--- config.mk ---
export PLATFORM = sky130hd
export DESIGN_NAME = sumador_pipe
export DESIGN_NICKNAME = d
export VERILOG_FILES = /design/src/rtl/sumador_pipe.sv
export SDC_FILE = /design/constraint.sdc
export NUM_CORES = 1
export LEC_CHECK = 0
export BUFFER_PORTS_ARGS = -buffer_cell sky130_fd_sc_hd__clkbuf_2
export CAP_MARGIN = 20
export CORE_MARGIN = 1
export CORE_UTILIZATION = 42
export CTS_CLUSTER_SIZE = 12
export DETAILED_ROUTE_END_ITERATION = 8
export PLACE_DENSITY_LB_ADDON = 0.3
export SYNTH_ARGS = -nofsm -noshare
export SYNTH_HDL_FRONTEND = slang
export SYNTH_SLANG_ARGS = --single-unit
--- constraint.sdc ---
create_clock -name CLK -period 3.3 [get_ports CLK]
set_input_delay 0.165 -clock CLK [delete_from_list [all_inputs] [get_ports CLK]]
set_output_delay 0.165 -clock CLK [all_outputs]
set_load 0.01 [all_outputs]
--- src/rtl/sumador_pipe.sv ---
// sumador_pipe: two-stage pipelined unsigned add/subtract/accumulate core with valid handshake and global stall.
// Define SUMADOR_PIPE_SAT_EN to saturate overflowing results instead of wrapping.
module sumador_pipe #(
  parameter int WIDTH = 16
) (
  input  logic             CLK,
  input  logic             RESET_L,
  input  logic             ENB,
  input  logic             VALID_IN,
  input  logic [1:0]       MODO,
  input  logic [WIDTH-1:0] A,
  input  logic [WIDTH-1:0] B,
  input  logic             RCI,
  output logic [WIDTH-1:0] Q,
  output logic             RCO,
  output logic             VALID_OUT
);
  logic             s1_valid_q;
  logic [1:0]       s1_modo_q;
  logic [WIDTH-1:0] s1_a_q, s1_b_q;
  logic             s1_rci_q;
  logic [WIDTH-1:0] q_q, q_d;
  logic             rco_q, rco_d;
  logic             valid_out_q;
  logic [WIDTH:0]   rci_x, add_r, sub_r, acc_r, res;
  // Bit WIDTH of every result is the carry, or the borrow for subtraction.
  always_comb begin
    rci_x = {{WIDTH{1'b0}}, s1_rci_q};
    add_r = {1'b0, s1_a_q} + {1'b0, s1_b_q} + rci_x;
    sub_r = {1'b0, s1_a_q} - {1'b0, s1_b_q} - rci_x;
    acc_r = {1'b0, q_q} + {1'b0, s1_a_q} + rci_x;
    res   = s1_modo_q == 2'b00 ? '0 : s1_modo_q == 2'b01 ? add_r : s1_modo_q == 2'b10 ? sub_r : acc_r;
    rco_d = res[WIDTH];
`ifdef SUMADOR_PIPE_SAT_EN
    q_d   = !res[WIDTH] ? res[WIDTH-1:0] : s1_modo_q == 2'b10 ? '0 : '1;
`else
    q_d   = res[WIDTH-1:0];
`endif
  end
  always_ff @(posedge CLK or negedge RESET_L) begin
    if (!RESET_L) begin
      s1_valid_q  <= 1'b0;
      s1_modo_q   <= 2'b00;
      s1_a_q      <= '0;
      s1_b_q      <= '0;
      s1_rci_q    <= 1'b0;
      q_q         <= '0;
      rco_q       <= 1'b0;
      valid_out_q <= 1'b0;
    end else if (ENB) begin
      s1_valid_q  <= VALID_IN;
      s1_modo_q   <= MODO;
      s1_a_q      <= A;
      s1_b_q      <= B;
      s1_rci_q    <= RCI;
      valid_out_q <= s1_valid_q;
      if (s1_valid_q) begin
        q_q   <= q_d;
        rco_q <= rco_d;
      end
    end
  end
  assign Q         = q_q;
  assign RCO       = rco_q;
  assign VALID_OUT = valid_out_q;
endmodule

==> results of run 1 <==
## flip-flops by register name, indices dropped and copies added (netlist names)
register    count
Q              16
s1_modo_q       2
s1_valid_q      1
RCO             1
s1_a_q         16
VALID_OUT       1
s1_rci_q        1
s1_b_q         16
## per-layer routing
| metal | up-vias | global-route usage | wire [um] | part of all wire |
|---|---|---|---|---|
| li1 | 2047 | - | - | - |
| met5 | - | 0 | 0 | 0 |
| met2 | 166 | 0.332 | 5100 | 0.42 |
| met1 | 1908 | 0.332 | 5960 | 0.49 |
| met3 | 14 | 0.0319 | 846 | 0.070 |
| met4 | 0 | 0.0627 | 140 | 0.012 |
## placed cells by master, fill, tap and decap left out, types with 3 or more instances in the layout
cell       instances
nand2_1           43
a21oi_1           28
ha_1              60
xor2_1            10
nand3_1           11
a211oi_1          10
clkbuf_2          56
a221oi_1           7
nor4_1             4
o22ai_1            5
and3_1             3
fa_1               6
nor2_1            45
dfrtp_1           54
buf_4              3
a221o_1            4
o22a_1             3
a31oi_1            6
o21ai_0           53
nor3_1             4
a21o_1             9
xnor2_1           29
o311ai_0           4
inv_1             58
mux2_2            17
o31ai_1            4
o21a_1             6
clkbuf_16          5
nand2b_1          12
o21bai_1           3
## through the flow
step | instance area [um^2] | hold slack (ps) | util | power, mW
final | 5350 | 67.6 | 0.489 | 3.26
after global routing | 5350 | 79.2 | 0.489 | 3.52
after CTS | 5350 | 61.1 | 0.489 | 3.25
after detailed placement | 5190 | 233 | 0.474 | 2.68
after global placement | 5190 | 226 | 0.474 | 2.64
after floorplan | 4770 | -131 | - | 2.22
## report_power, final
part | internal, mW | switching (mW)
sequential | 0.778 | 0.137
clock | 0.302 | 0.243
combinational | 0.781 | 1.02
## worst min path at each step
stage / startpoint / endpoint / slack, ps / depth (start not counted)
detailed placement: RESET_L / s1_b_q[3] / 230 / 1
finish: A[7] / s1_a_q[7] / 70 / 3
floorplan: RESET_L / Q[0] / -130 / 0
global placement: RESET_L / s1_b_q[3] / 230 / 1
global route: A[14] / s1_a_q[14] / 80 / 3
CTS: A[7] / s1_a_q[7] / 60 / 3
## worst max-delay path, stage by stage (launching register included)
cell and delay, ps:
dfrtp_1 440, inv_1 90, ha_1 440, inv_1 100, ha_1 380, nand4_1 130
o21ai_0 370, nand3_1 160, a41oi_1 300, xnor2_1 150, o21ai_0 90, o32ai_1 260
## final cells by class
cell class                 instances  area (um^2)  share of cell area
multi-input combinational        423         3140               0.588
sequential                        54         1350               0.253
timing repair buffer              60          313              0.0585
inverter                          58          218              0.0407
tap                              140          175              0.0328
clock buffer                       7          143              0.0267
clock inverter                     1         5.00            0.000936
## kinds of logic (layout without fill, tap and decap cells)
family,count (synthesis),in the layout
simple gates,138,138
buf+inv,73,126
compound gates,161,161
mux,19,19
xor+xnor,39,39
flops,54,54
fa+ha+maj,66,66
## timing repair
action                    in CTS  in global routing
hold buffers                   1                  0
gates resized for setup        0                  0
hold endpoints to repair      25                  0
==> results.md, run 1 <==
* Vias in the first global route at 4,074
* Synth top area share at 0.283
* Horiz. Die Dim at 109 um
* H-tree levels at 2
* Filler cells at 1,067
* Number of core rows at 38
* CTS Buf Count at 5
* Synth area leader: dfrtp_1
* FF-to-FF path depth at 11
* Simple-Gate Fraction of Synth Area at 0.134
* Iter 0 DRT Violations at 267
* Core region area at 10,900 um^2
* CTS tree: yes
* Worst skew pair latency at 300 ps
* DP HPWL at 9600 um
* Top-count cell post-synth: ha_1
* Post-CTS Setup Repair Bufs at 0
* Cell Count, Final, Fillers Out at 743
* Max-slew violation count at 0
* Total gr overflow at 0
* Layout cell share with drive strength beyond 1 at 0.161
* Wire length of the first global-routing pass at 20,400 um
* Critical Path RT at 3500 ps
* Worst Tran Pin Value at 715 ps
* Die ar. at 11,800 um^2
* Achievable Freq at 332 MHz
* Slew headroom at 0.523
* Largest family of logic cells by synthesized area: compound AO/OA/AOI/OAI gates
* PwrDens at 609 nW/um^2
* Crit. End Element: flop
* Drc violations at 0
* Placed Instances at 734
* Clk slew on worst S/H paths at 70 ps
* Reg2reg start: s1_a_q[8]
* Crit path launch: s1_a_q[8]
* Status: finished, final reports clean
* CP startpoint kind: flop
* Critical Path Fanout Max at 7
* CTS root buf: clkbuf_16
* RSZ-0062 raised after global routing: false
* Max Buffers Root-to-Sink at 2
* FF-to-FF setup slack at 290 ps
* Port Buffers at 56
* Die height at 109 um
* Leakage at 2.53 nW
* Drt pass-1 iters at 5
* Routed WL per cell at 16.2 um
* Tot GR Track Use at 0.223
* Final worst path period need at 3010 ps
* Yosys warns at 0
* Final setup viols at 0
* Routability congestion estimate at 0.938
* Worst Setup Path Type: reg -> reg
* Synthesized net count at 655
* Post-DR vias/cell at 5.57
* Cells after synthesis at 550
* Post-synth cell types at 57
* Sequential share of the synthesized area at 0.283
* Max cap viols at 0
* #FFs+latches synth at 54
* Hold Violations, Final at 0
* Largest net degree at the start of global routing at 53
* Inserted Diodes at 0
* Worst EP arrival at 3210 ps
* # nets final at 707
* VDD IR-drop max at 0.221 mV
* Fin crit share at 0.913
* Final worst slack at 286 ps
* Syn_area_per_cell at 8.68 um^2
* Initial antenna violation count at 0
* Total number of vias at 4,135
* Reg2reg end: RCO
* Cell Area, Synth at 4770 um^2
* Total Wirelength at 12,100 um
* Top FF cell, synth: dfrtp_1
* Initial Utilization at 0.436
* Compound-cell area share of the yosys netlist at 0.226
* Post-synth EDFFs at 0
* Clock sinks at 54
* Antenna viol nets, final at 0
* Synth Area in XOR/XNOR at 0.0716
* Area growth from synthesis to layout at 12.0%
* Adder-cell share of the synthesized area at 0.182
* Setup TNS Final at 0 ps
* Worst Skew at 4.15 ps
* Synth cell count leaders: ha_1 (60), inv_1 (58), dfrtp_1 (54), o21ai_0 (53), nor2_1 (45)
* Mux contribution to synthesized area at 0.0443
* DP Worst Slack at 349 ps
* Worst Setup EP: RCO
* Async SR Flop Fraction at 1.00
* Worst min path class: in -> reg
* I/O Pins at 57
* Synth top area cells: dfrtp_1 (28%), ha_1 (16%), o21ai_0 (5.6%)
Power figures use the tool's default switching activity.
==> inputs of run 2 (changes only) <==
Settings changed: MAX_ROUTING_LAYER set to met4.
==> run 2 against run 1 <==
  * Global-route usage up 0.52 points
  * Worst hold slack gained 3.4 ps
  * Design area rose by 0.42%
  * First-iteration DRC count increased by 47%
  * Non-clock buffer count increased by 1
  * Die area is the same
  * Largest cell class unchanged
==> results.md, run 2 (same netlist as run 1, synthesis figures left out) <==
* Most frequent cells in the layout: ha_1 (60), inv_1 (58), clkbuf_2 (56) (unchanged)
* DP Worst Slack at 292 ps (was 349 ps)
* # nets final at 708 (was 707)
* Worst min path class: in -> reg (unchanged)
* Total number of vias at 4,197 (was 4,135)
* H-tree levels at 2 (unchanged)
* Final setup viols at 0 (unchanged)
* CP startpoint kind: flop (unchanged)
* Worst Tran Pin Value at 693 ps (was 715 ps)
* Worst Skew at 5.62 ps (was 4.15 ps)
* Horiz. Die Dim at 109 um (unchanged)
* Achievable Freq at 325 MHz (was 332 MHz)
* CP dominant cell by count: a21oi_1
* Inserted Diodes at 0 (unchanged)
* Number of core rows at 38 (unchanged)
* Total power at 3.33 mW (was 3.26 mW)
* Drc violations at 0 (unchanged)
* CP max-delay cell: ha_1 (was dfrtp_1)
* Largest net degree at the start of global routing at 53 (unchanged)
* Total gr overflow at 0 (unchanged)
* Routed WL per cell at 16.4 um (was 16.2 um)
* Clock sinks at 54 (unchanged)
* Max-slew violation count at 0 (unchanged)
* Crit. End Element: flop (unchanged)
* Hold Violations, Final at 0 (unchanged)
* Layout cell share with drive strength beyond 1 at 0.161 (about the same)
* Critical Path Fanout Max at 7 (unchanged)
* Cell Count, Final, Fillers Out at 744 (was 743)
* Max cap viols at 0 (unchanged)
* Worst Setup Path Type: reg -> reg (unchanged)
* Slew headroom at 0.538 (was 0.523)
* Wire length of the first global-routing pass at 20,300 um (was 20,400 um)
* Final worst slack at 224 ps (was 286 ps)
* I/O Pins at 57 (unchanged)
* Tot GR Track Use at 0.228 (was 0.223)
* Worst path max stage delay at 390 ps (was 440 ps)
* Final worst path period need at 3080 ps (was 3010 ps)
* CTS Buf Count at 5 (unchanged)
* Drt pass-1 iters at 7 (was 5)
* Iter 0 DRT Violations at 393 (was 267)
* Hold path cells at 3 (unchanged)
* DP HPWL at 9770 um (was 9600 um)
* Routability congestion estimate at 0.965 (was 0.938)
* Antenna viol nets, final at 0 (unchanged)
* RSZ-0062 raised after global routing: false (unchanged)
* Crit-path cells: inv_1 > ha_1 > inv_1 > ha_1 > and2_1 > a221o_1 > a21oi_1 > a21boi_0 > a311oi_2 > xnor2_1 > a21oi_1 > a21oi_1 (was inv_1 > ha_1 > inv_1 > ha_1 > nand4_1 > o21ai_0 > nand3_1 > a41oi_1 > xnor2_1 > o21ai_0 > o32ai_1)
* Core region area at 10,900 um^2 (unchanged)
* Vias in the first global route at 4,047 (was 4,074)
* Leakage at 2.54 nW (was 2.53 nW)
* Post-DR vias/cell at 5.64 (was 5.57)
* Total Wirelength at 12,200 um (was 12,100 um)
* Status: finished, final reports clean (unchanged)
* Filler cells at 1,053 (was 1,067)
* Die ar. at 11,800 um^2 (unchanged)
* FF-to-FF path depth at 12 (was 11)
* Clk slew on worst S/H paths at 70 ps (about the same)
* Worst EP arrival at 3300 ps (was 3210 ps)
* VDD IR-drop max at 0.268 mV (was 0.221 mV)
* FF-to-FF setup slack at 220 ps (was 290 ps)
* Setup TNS Final at 0 ps (unchanged)
* Area growth from synthesis to layout at 12.5% (was 12.0%)
* Initial antenna violation count at 0 (unchanged)
* Die height at 109 um (unchanged)
* Critical Path RT at 3530 ps (was 3500 ps)
* PwrDens at 621 nW/um^2 (was 609 nW/um^2)
* Worst skew pair latency at 300 ps (about the same)
* Port Buffers at 56 (unchanged)
* Fin crit share at 0.932 (was 0.913)
* CTS tree: yes (unchanged)
* Initial Utilization at 0.436 (unchanged)
* Commonest non-fill, non-tap cell in the layout: ha_1 (unchanged)
* CTS root buf: clkbuf_16 (unchanged)
* Max Buffers Root-to-Sink at 2 (unchanged)
* Placed Instances at 735 (was 734)
run 2: final cells by class:
cell class | count | area [um^2] | area share
Multi-Input combinational cell | 423 | 3140 | 0.585
Sequential cell | 54 | 1350 | 0.252
Timing Repair Buffer | 61 | 320 | 0.0597
Inverter | 58 | 218 | 0.0406
Tap cell | 140 | 175 | 0.0326
Clock buffer | 7 | 133 | 0.0247
Clock inverter | 1 | 30.0 | 0.00559
run 2: repair_timing:
item,4_1_cts,5_1_grt
hold endpoints to repair,25,0
hold buffers,1,0
gates resized for setup,0,0
buffers inserted,0,0
run 2: where the power goes:
part / switching (mW) / internal, mW
clock: 0.251 / 0.360
sequential: 0.134 / 0.777
combinational: 1.03 / 0.783
total: 1.41 / 1.92
run 2: final timing paths:
kind / start / to
setup / recovery: s1_a_q[9] / Q[15]
hold / removal: A[6] / s1_a_q[6]
setup reg to reg: s1_a_q[9] / Q[15]
hold reg to reg: VALID_OUT / VALID_OUT
max in group asynchronous: RESET_L / Q[7]
min in group asynchronous: RESET_L / s1_b_q[3]
run 2: routing by layer:
metal,wire [um],global-route usage,share of wire,vias to the layer above
met5,0,-,0,-
met4,133,0.0473,0.011,0
met3,887,0.0319,0.073,12
met2,5200,0.341,0.43,154
met1,5960,0.327,0.49,1983
li1,-,-,-,2048
run 2: critical path: cells and delay by family (launching register included):
family / cells / cell delay [ps]
adder cells (fa/ha/maj): 2 / 760
AND/OR/NAND/NOR: 1 / 210
buffers and inverters: 2 / 190
XOR/XNOR: 1 / 160
AO/OA/AOI/OAI: 6 / 1300
flip-flops: 1 / 380
run 2: through the flow:
step	area (um^2)	hold slack, ps	utilization
after floorplan	4770	-131	-
after global placement	5190	226	0.475
after detailed placement	5190	229	0.475
after CTS	5370	70.3	0.491
after global routing	5370	78.1	0.491
final	5370	71.0	0.491
==> inputs of run 3 (changes only) <==
==> constraint.sdc (replaced) <==
create_clock -name CLK -period 3.3 [get_ports CLK]
set_input_delay 0.495 -clock CLK [delete_from_list [all_inputs] [get_ports CLK]]
set_output_delay 0.495 -clock CLK [all_outputs]
set_load 0.01 [all_outputs]
==> run 3 against run 2 <==
  * Setup slack improved by 21 ps
  * Design area fell by 0.51%
  * Sequential power barely moved
  * Core utilization fell by 0.25 points
  * Critical path depth did not move
  * Cell count fell by 0.27%
  * Wire length fell by 2.4%
  * Die area did not move
  * Count of clock-buffer cells in the layout did not move
==> results.md, run 3 (same netlist as run 1, synthesis figures left out) <==
* Worst min path class: in -> async (was in -> reg)
* Fin crit share at 0.926 (was 0.932)
* CP startpoint kind: flop (unchanged)
* Clk slew on worst S/H paths at 70 ps (about the same)
* FF-to-FF path depth at 12 (unchanged)
* Hold Violations, Final at 0 (unchanged)
* Final setup viols at 0 (unchanged)
* Post-DR vias/cell at 5.54 (was 5.64)
* Worst Setup Path Type: reg -> reg (unchanged)
* Horiz. Die Dim at 109 um (unchanged)
* Worst skew pair latency at 290 ps (was 300 ps)
* Logic pwr share at 0.559 (was 0.543)
* Core region area at 10,900 um^2 (unchanged)
* Reg2reg end: RCO (was Q[15])
* Achievable Freq at 327 MHz (was 325 MHz)
* CTS root buf: clkbuf_16 (unchanged)
* Critical Path Fanout Max at 6 (was 7)
* Vias in the first global route at 4,052 (was 4,047)
* Setup TNS Final at 0 ps (unchanged)
* Critical Path RT at 3480 ps (was 3530 ps)
* Worst Skew at 2.63 ps (was 5.62 ps)
* Final worst slack at 245 ps (was 224 ps)
* Initial antenna violation count at 0 (unchanged)
* Reg2reg start: s1_a_q[7] (was s1_a_q[9])
* Number of core rows at 38 (unchanged)
* Initial Utilization at 0.436 (unchanged)
* DP Worst Slack at 274 ps (was 292 ps)
* # nets final at 707 (was 708)
* Commonest non-fill, non-tap cell in the layout: ha_1 (unchanged)
* VDD IR-drop max at 0.220 mV (was 0.268 mV)
* I/O Pins at 57 (unchanged)
* Drt pass-1 iters at 5 (was 7)
* Drc violations at 0 (unchanged)
* Hold_ws at 51.0 ps (was 71.0 ps)
* Routed WL per cell at 16.0 um (was 16.4 um)
* Internal Power at 1.84 mW (was 1.92 mW)
* Tot GR Track Use at 0.224 (was 0.228)
* Max cap viols at 0 (unchanged)
* Total gr overflow at 0 (unchanged)
* Clock sinks at 54 (unchanged)
* Clock power frac at 0.158 (was 0.183)
* Max-slew violation count at 0 (unchanged)
* Slew headroom at 0.520 (was 0.538)
* Layout cell share with drive strength beyond 1 at 0.159 (was 0.161)
* CTS resizes at 0 (unchanged)
* CTS Buf Count at 5 (unchanged)
* Sequential share of power at 0.283 (was 0.273)
* Max Buffers Root-to-Sink at 2 (unchanged)
* RSZ-0062 raised after global routing: false (unchanged)
* Switch share at 0.430 (was 0.424)
* Area growth from synthesis to layout at 11.9% (was 12.5%)
* Status: finished, final reports clean (unchanged)
* Iter 0 DRT Violations at 326 (was 393)
* Worst EP arrival at 3240 ps (was 3300 ps)
* Total number of vias at 4,110 (was 4,197)
* Total Wirelength at 11,900 um (was 12,200 um)
* Largest net degree at the start of global routing at 53 (unchanged)
* Antenna viol nets, final at 0 (unchanged)
* PwrDens at 604 nW/um^2 (was 621 nW/um^2)
* CTS Hold Bufs at 0 (was 1)
* Die height at 109 um (unchanged)
* H-tree levels at 2 (unchanged)
* Sw Pwr at 1.39 mW (was 1.41 mW)
* Wire length of the first global-routing pass at 19,900 um (was 20,300 um)
* Routability congestion estimate at 0.930 (was 0.965)
* Crit path launch: s1_a_q[7] (was s1_a_q[9])
* Post-CTS Setup Repair Bufs at 0 (unchanged)
* Most frequent cells in the layout: ha_1 (60), inv_1 (58), clkbuf_2 (56) (unchanged)
* Port Buffers at 56 (unchanged)
* Worst Tran Pin Value at 719 ps (was 693 ps)
* CTS tree: yes (unchanged)
* Die ar. at 11,800 um^2 (unchanged)
* DP HPWL at 9610 um (was 9770 um)
* FF-to-FF setup slack at 250 ps (was 220 ps)
* Final worst path period need at 3050 ps (was 3080 ps)
* Inserted Diodes at 0 (unchanged)
* Crit. End Element: flop (unchanged)
* Leakage at 2.52 nW (was 2.54 nW)
-- run 3: cell types whose count changed in the layout (fill, tap and decap cells not counted), sizes merged --
cell / previous run / this run
bufinv: 1 / 0
dlygate4sd3: 1 / 0
-- run 3: worst max path at each step --
stage                     slack (ps)  cells after the start     to
after floorplan                  510                     10   Q[8]
after global placement           360                     10   Q[8]
after detailed placement         270                     10   Q[8]
after CTS                        250                     11  Q[14]
after global routing              10                     12    RCO
final                            250                     12    RCO
-- run 3: cell type report --
type | count | area, um^2
Fill cell | 1071 | 5600
Inverter | 58 | 218
Sequential cell | 54 | 1350
Multi-Input combinational cell | 423 | 3140
Timing Repair Buffer | 60 | 323
Clock buffer | 7 | 133
Tap cell | 140 | 175
-- run 3: power by group through the flow --
stage	Sequential, mW	Clock (mW)	Combinational (mW)
2_1_floorplan	0.911	0	1.31
3_3_place_gp	0.925	0	1.75
5_1_grt	0.932	0.551	2.02
3_5_place_dp	0.927	0	1.76
4_1_cts	0.913	0.525	1.78
6_report	0.913	0.509	1.80
-- run 3: stage by stage --
stage	area, um^2	utilization	total power, mW	std cells
finish	5340	0.488	3.23	742
global route	5340	0.488	3.50	742
CTS	5320	0.486	3.22	741
detailed placement	5190	0.474	2.69	734
global placement	5190	0.474	2.67	734
floorplan	4770	-	2.22	550
-- run 3: layer usage --
layer | GRT usage | vias to the layer above | routed length, um
met4 | 0.0598 | 0 | 146
met1 | 0.317 | 1932 | 5860
li1 | - | 2050 | -
met3 | 0.0398 | 9 | 877
met5 | - | - | 0
met2 | 0.326 | 119 | 4990
-- run 3: critical path, cell delays in order, from the launching register on --
cell     delay, ps
dfrtp_1        440
inv_1           90
ha_1           400
inv_1          110
ha_1           390
and3_1         200
o21ai_0        110
o21ai_0        160
nand3_1        160
a41oi_1        340
xnor2_1        150
o21ai_0         90
o32ai_1        300
